$ cat src/rtl/psum_reduce_acc.sv
// Reduces NUM_PES signed products through a registered binary adder tree, then
// accumulates the tree output over a programmable number of beats per group.

module psum_add_node #(
    parameter int W = 32
) (
    input  logic         clk,
    input  logic         rst,
    input  logic [W-1:0] a,
    input  logic [W-1:0] b,
    output logic [W-1:0] sum
);
    always_ff @(posedge clk or posedge rst) begin
        if (rst) sum <= '0;
        else     sum <= a + b;
    end
endmodule

module psum_reduce_acc #(
    parameter int IN_DATA_TYPE  = 16,
    parameter int OUT_DATA_TYPE = 32,
    parameter int NUM_PES       = 32,
    parameter int ACC_CNT_W     = 8
) (
    input  logic                            clk,
    input  logic                            rst,
    input  logic                            i_valid,
    input  logic [NUM_PES*IN_DATA_TYPE-1:0] i_data_bus,
    input  logic [ACC_CNT_W-1:0]            i_acc_len,
    input  logic                            i_flush,
    output logic                            o_valid,
    output logic [OUT_DATA_TYPE-1:0]        o_data,
    output logic                            o_busy
);
    localparam int L = $clog2(NUM_PES);
    localparam logic [0:0] ST_IDLE  = 1'b0;
    localparam logic [0:0] ST_ACCUM = 1'b1;

    logic [NUM_PES-1:0][OUT_DATA_TYPE-1:0] lane_ext;
    // Heap-ordered tree: node[1] is the root, node[n] sums children 2n and 2n+1;
    // child indices >= NUM_PES refer to the sign-extended lanes.
    logic [NUM_PES-1:1][OUT_DATA_TYPE-1:0] node;
    logic [L:0]                            vld_pipe;

    genvar k, n;
    generate
        for (k = 0; k < NUM_PES; k++) begin : g_lane
            assign lane_ext[k] = {{(OUT_DATA_TYPE-IN_DATA_TYPE){i_data_bus[k*IN_DATA_TYPE+IN_DATA_TYPE-1]}},
                                  i_data_bus[k*IN_DATA_TYPE +: IN_DATA_TYPE]};
        end
        for (n = 1; n < NUM_PES; n++) begin : g_node
            if (2*n >= NUM_PES) begin : g_leaf
                psum_add_node #(.W(OUT_DATA_TYPE)) u_add (
                    .clk (clk),
                    .rst (rst),
                    .a   (lane_ext[2*n-NUM_PES]),
                    .b   (lane_ext[2*n+1-NUM_PES]),
                    .sum (node[n])
                );
            end else begin : g_inner
                psum_add_node #(.W(OUT_DATA_TYPE)) u_add (
                    .clk (clk),
                    .rst (rst),
                    .a   (node[2*n]),
                    .b   (node[2*n+1]),
                    .sum (node[n])
                );
            end
        end
    endgenerate

    // Tree data needs no flush; clearing the valid bits is enough to drop beats.
    assign vld_pipe[0] = i_valid;
    always_ff @(posedge clk or posedge rst) begin
        if (rst)          vld_pipe[L:1] <= '0;
        else if (i_flush) vld_pipe[L:1] <= '0;
        else              vld_pipe[L:1] <= vld_pipe[L-1:0];
    end

    logic [0:0]               state;
    logic [OUT_DATA_TYPE-1:0] acc, acc_sum, tree_sum;
    logic [ACC_CNT_W-1:0]     cnt, cnt_inc, len_q, len_eff;
    logic                     tv;

    assign tv       = vld_pipe[L];
    assign tree_sum = node[1];
    assign acc_sum  = acc + tree_sum;
    assign cnt_inc  = cnt + ACC_CNT_W'(1);
    assign len_eff  = (i_acc_len == '0) ? ACC_CNT_W'(1) : i_acc_len;

    always_ff @(posedge clk or posedge rst) begin
        if (rst) begin
            state   <= ST_IDLE;
            acc     <= '0;
            cnt     <= '0;
            len_q   <= '0;
            o_valid <= 1'b0;
            o_data  <= '0;
        end else if (i_flush) begin
            state   <= ST_IDLE;
            acc     <= '0;
            cnt     <= '0;
            o_valid <= 1'b0;
        end else begin
            o_valid <= 1'b0;
            if (tv) begin
                if (state == ST_IDLE) begin
                    len_q <= len_eff;
                    acc   <= tree_sum;
                    cnt   <= ACC_CNT_W'(1);
                    if (len_eff == ACC_CNT_W'(1)) begin
                        o_data  <= tree_sum;
                        o_valid <= 1'b1;
                    end else begin
                        state <= ST_ACCUM;
                    end
                end else begin
                    acc <= acc_sum;
                    cnt <= cnt_inc;
                    if (cnt_inc == len_q) begin
                        o_data  <= acc_sum;
                        o_valid <= 1'b1;
                        cnt     <= '0;
                        state   <= ST_IDLE;
                    end
                end
            end
        end
    end

    assign o_busy = (state == ST_ACCUM) | (|vld_pipe[L:1]);
endmodule
$ cat config.mk
export PLATFORM = sky130hd
export DESIGN_NAME = psum_reduce_acc
export DESIGN_NICKNAME = d
export VERILOG_FILES = /design/src/rtl/psum_reduce_acc.sv
export SDC_FILE = /design/constraint.sdc
export NUM_CORES = 2
export LEC_CHECK = 0
export BUFFER_PORTS_ARGS = -buffer_cell sky130_fd_sc_hd__buf_2
export CELL_PAD_IN_SITES_DETAIL_PLACEMENT = 1
export CELL_PAD_IN_SITES_GLOBAL_PLACEMENT = 1
export CORE_MARGIN = 3
export CORE_UTILIZATION = 39
export DETAILED_ROUTE_END_ITERATION = 12
export PLACE_DENSITY = 0.77
export SLEW_MARGIN = 20
export SYNTH_ARGS = -nofsm -noshare
export SYNTH_HDL_FRONTEND = slang
export SYNTH_SLANG_ARGS = --single-unit
$ cat constraint.sdc
create_clock -name clk -period 27.5 [get_ports clk]
set_input_delay 5.5 -clock clk [delete_from_list [all_inputs] [get_ports clk]]
set_output_delay 5.5 -clock clk [all_outputs]
set_load 0.005 [all_outputs]
== After elaboration in Yosys (flattened, before gate mapping) ==
Cells that the tools add are included.

* Register bits after elaboration: 1079
* Memories kept: 0
* Bits in latches: 0
* RAM bits: 0
* Memory bits (read-only): 0
* Bits of input ports: 524
* Output and inout port bits: 34
* Logic and storage cells: 105

* Equal/unequal tests: 3
* $add $sub $neg: 33
* Divide/modulo/power cells: 0
* Reductions and logical operators: 6
* Multiplexer cells: 22
* Multiply operators: 0
* Shift operators: 0
* Bitwise logic cells: 3
* Order comparisons: 0

{| class="wikitable"
|+ Operators with widths
! operator !! number
|-
| 32-bit adder || 16
|-
| 16-bit by 16-bit adder with 17-bit output || 16
|-
| 32-bit 2-to-1 mux || 6
|-
| 8-bit 2-to-1 mux || 5
|-
| 1-bit 2-to-1 mux || 10
|-
| 8-bit by 1-bit adder with 8-bit output (second input constant) || 1
|-
| 8-bit by 1-bit == test with 1-bit output (second input constant) || 1
|-
| 8-bit == test || 1
|-
| 8-bit zero test || 1
|-
| 5-bit 2-to-1 mux || 1
|-
| 5-bit OR reduction || 1
|-
| 4-bit AND reduction || 1
|-
| 2-bit nonzero test || 2
|-
| 3-bit AND reduction || 1
|-
| 2-bit by 1-bit != test with 1-bit output (second input constant) || 1
|-
| 1-bit NOT || 2
|-
| 1-bit bitwise OR || 1
|}

== Logic depth before layout (Yosys ltp) ==
* Word-level depth: 7
* Mapped depth: 12
* Depth with buffers taken out: 11

== By module ==
From an unflattened synthesis, not the netlist that was laid out.

* Cells, all modules: 9469
* Area, all modules: 88434.8 µm²

{| class="wikitable"
|+ Modules (own cells, without submodules)
! module !! area an instance (µm²) !! cells each !! instances !! sequential area each (µm²)
|-
| psum_add_node (g_node[24].g_leaf.u_add ...) || 2524.9 || 265 || 16 || 800.8
|-
| psum_add_node (g_node[10].g_inner.u_add ...) || 2850.2 || 308 || 10 || 800.8
|-
| psum_add_node (g_node[11].g_inner.u_add ...) || 2815.2 || 310 || 3 || 800.8
|-
| psum_reduce_acc || 6068.3 || 679 || 1 || 2177.1
|-
| psum_add_node (g_node[23].g_leaf.u_add) || 2608.8 || 284 || 1 || 800.8
|-
| psum_add_node (g_node[14].g_inner.u_add) || 2411.1 || 256 || 1 || 800.8
|}

== Worst setup path after synthesis ==
Ideal clock, no wire load.

* Kind: input-to-reg
* Start point: input port i_data_bus[0]
* End point: register g_node[16].g_leaf.u_add.sum[14]
* Slack: 19.654 ns
* Arrival: 7.710 ns
* Library setup time: 0.136 ns
* Path buffers: 0
* Stages: 11
* Data required time: 27.364 ns
* Cell sequence: ha_1 > fa_1 > a21o_1 > a21oi_1 > nor2b_1 > o21a_1 > a21bo_2 > a41oi_1 > a211oi_1 > a2111oi_0 > nor3_1

* Longest elaborated chain between the ends: 1

{| class="wikitable"
|+ RTL lines
! item !! line !! RTL
|-
| from (decl) || 28 || <nowiki>input logic [NUM_PES*IN_DATA_TYPE-1:0] i_data_bus,</nowiki>
|-
| 16-bit by 16-bit adder with 17-bit output || 15 || <nowiki>else sum <= a + b;</nowiki>
|-
| to (signal assigned) || 15 ||
|-
| to (decl) || 11 || <nowiki>output logic [W-1:0] sum</nowiki>
|}

Every way passes these cells.
A chain may end at the register's enable or synchronous reset.

==> results.json <==
{
  "max-cap-violations": 0,
  "startpoint": "rst",
  "design_area_mm2": 0.0524,
  "r2r-start": "g_node[9].g_inner.u_add.sum[0]",
  "synth_top_cell_by_area": "dfrtp_1",
  "clk_pin_slew_ns": 0.06,
  "die-area_mm2": 0.120,
  "fin_worst_hold_slack_ns": 0.470,
  "drc": 0,
  "grt_start_max_net_pins": 172,
  "drv_slew": 0,
  "synth_top_area_frac": 0.404,
  "hpwl_um": 95300,
  "r2r_cells": 11,
  "rr_endpoint": "g_node[4].g_inner.u_add.sum[28]",
  "cts-resized-gates": 0,
  "die_y_um": 346,
  "slew_headroom": 0.290,
  "ys_ff_latch": 727,
  "die_w_um": 346,
  "critPathSlowestCell": "buf_4",
  "clockBufferDepth": 3,
  "leakagePower_nw": 24.8,
  "dr.first_iter.drc_count": 1435,
  "finClkSkew_ns": 0.0172,
  "max_freq_ghz": 0.122,
  "tightest_slew_ns": 1.06,
  "max-vdd-ir-drop_v": 0.0000634,
  "antenna_found_initial": 6,
  "track_usage": 0.199,
  "place_ws_ns": 18.45,
  "hold_path.class": "reg -> reg",
  "netlist_instances": 4448,
  "grt_pass1_wl_um": 196000,
  "io_buffer_count": 557,
  "synth_cell_types": 75,
  "seq_area_frac_synth": 0.404,
  "setup.worst_path.end": "g_node[23].g_leaf.u_add.sum[6]",
  "dpl_cell_area_mm2": 0.0496,
  "via_count": 35413,
  "drt_first_pass_iters": 5,
  "coreArea_mm2": 0.115,
  "areaGrowthSynthToFinish_pct": 16.4,
  "synth_edf_count": 0,
  "fin_crit_sh": 0.298,
  "nets": 6187,
  "wl_um": 120000,
  "async_flop_share": 1.00,
  "setup_viol": 0,
  "n_fill_cell": 13041,
  "synthesis.nets": 5593,
  "layout_setup_ws_ns": 19.30,
  "finalPower_mw": 5.80,
  "rsz0062_at_grt": "false",
  "required_ns": 28.14,
  "tns_ns": 0,
  "clkLatencyLatePin_ns": 0.64,
  "overflow": 0,
  "hold_buffers": 0,
  "syn_avg_cell_area_um2": 10.1,
  "cts_tree": "done",
  "io_pins": 558,
  "crit_type": "in -> async",
  "fin_crit_ns": 8.20,
  "drive_above_1_share": 0.149,
  "yosys-top-cells-count": "dfrtp_1, ha_1, a21oi_1, xnor2_1, nor2_1",
  "wire_per_inst_um": 18.2,
  "post_cts.repair.setup_buffers": 0,
  "endpoint_kind": "async pin",
  "place.gp.congestion": 0.860,
  "hold_viol": 0,
  "viasPerCell": 5.35,
  "r2r_slack_ns": 24.16,
  "synth_ff_type": "dfrtp_1",
  "cts_sinks": 727,
  "core.rowCount": 124,
  "cp_common_cell": "buf_4",
  "status": "completed",
  "synth_area_mm2": 0.0450,
  "yosysMostFrequentCell": "dfrtp_1",
  "max_stage_delay_ns": 0.85,
  "p_per_area_mw_per_mm2": 111,
  "numCtsBuffers": 83,
  "yosysWarnings": 0,
  "critPathLaunchType": "input port",
  "cts-root-buf": "clkbuf_16",
  "path_max_fanout": 114,
  "cp.arrival_ns": 8.84,
  "synth_area_leaders": "dfrtp_1, ha_1, xnor2_1",
  "grt_pass1_vias": 38204,
  "ant_nets": 0,
  "cp_cell_sequence": "buf_2 > inv_8 > buf_4 > buf_4 > buf_4",
  "h-tree-depth": 3,
  "start_util": 0.393
}
-- registers in the layout, summed over array words and instances, names as in the netlist --
signal / count
o_valid: 1
acc: 32
vld_pipe: 4
cnt: 8
o_data: 32
tv: 1
g_node.g_inner.u_add.sum: 368
g_node.g_leaf.u_add.sum: 272
len_q: 8
state: 1
-- area by class of cell --
cell class              instances  area [um^2]  area share
clock buffers                 106         2360      0.0450
diodes                          4         10.0    0.000191
clock inverters                38          454     0.00866
well taps                    1512         1890      0.0361
inverters                     148          563      0.0107
flip-flops and latches        727        18200       0.347
multi-input cells            3516        26100       0.497
repair buffers                566         2880      0.0549
-- through the flow --
stage / util / cells
global placement: 0.433 / 6469
global route: 0.458 / 6617
CTS: 0.458 / 6613
floorplan: - / 4448
detailed placement: 0.433 / 6469
finish: 0.458 / 6617
-- cells in the final DEF (no fill, tap or decap), types with 14 or more instances in the layout --
cell type	synthesis	final
nand3_1	143	143
xnor2_1	372	372
and2_1	18	18
nor3_1	149	149
a31oi_1	40	40
nand3b_1	21	21
dfrtp_1	727	725
a21o_1	127	127
a2111oi_0	22	22
o211ai_1	16	16
clkinv_2	0	17
nor2b_1	60	60
ha_1	589	589
or3_1	49	49
o21a_1	50	50
mux2i_1	26	26
o41ai_1	20	20
xor2_1	112	112
o31ai_1	37	37
o21bai_1	60	60
nor2_1	311	311
buf_2	2	557
clkbuf_16	0	87
or2_2	14	14
a41o_1	21	21
a211oi_1	67	67
o21ai_0	206	206
inv_1	147	146
a21oi_1	380	378
nand2b_1	53	53
a41oi_1	24	24
fa_1	32	32
o22ai_1	19	19
and3_1	45	45
nand2_1	259	259
nand4_1	14	14
-- critical path: cells and delay by family --
family | cells | cell delay (ns)
buf+inv | 5 | 3.13
-- kinds of logic (layout without fill, tap and decap cells) --
| family | after synthesis | in the layout | synth area share |
|---|---|---|---|
| xor+xnor | 484 | 484 | 0.0941 |
| compound gates | 1201 | 1201 | 0.173 |
| other cells | 0 | 4 | 0 |
| flops | 727 | 727 | 0.404 |
| buf+inv | 205 | 858 | 0.0171 |
| fa+ha+maj | 621 | 621 | 0.178 |
| mux | 37 | 37 | 0.00853 |
| simple gates | 1173 | 1173 | 0.125 |
-- report_power, final --
part           total (mW)  switching [mW]  internal [mW]
Clock                1.14           0.448          0.689
Sequential           1.68           0.201           1.48
Combinational        2.98            1.72           1.26
Total                5.80            2.37           3.42
-- worst min path at each step --
stage | slack (ns) | cells past startpoint | from | end
5_1_grt | 0.50 | 1 | g_node[30].g_leaf.u_add.sum[0] | g_node[15].g_inner.u_add.sum[0]
3_5_place_dp | 0.46 | 1 | g_node[11].g_inner.u_add.sum[0] | g_node[5].g_inner.u_add.sum[0]
2_1_floorplan | 0.44 | 1 | g_node[20].g_leaf.u_add.sum[0] | g_node[10].g_inner.u_add.sum[0]
6_report | 0.47 | 1 | g_node[30].g_leaf.u_add.sum[0] | g_node[15].g_inner.u_add.sum[0]
4_1_cts | 0.47 | 1 | g_node[11].g_inner.u_add.sum[0] | g_node[5].g_inner.u_add.sum[0]
3_3_place_gp | 0.45 | 2 | o_data[7] | o_data[7]
-- metal layers --
layer	GRT usage	wire, um	vias to the layer above	share of wire
met5	0	0	-	0
met4	0.0462	2530	0	0.021
met3	0.0253	3470	151	0.029
met2	0.363	61600	450	0.51
met1	0.248	52600	17462	0.44
li1	-	-	17350	-
Power figures use the tool's default switching activity.
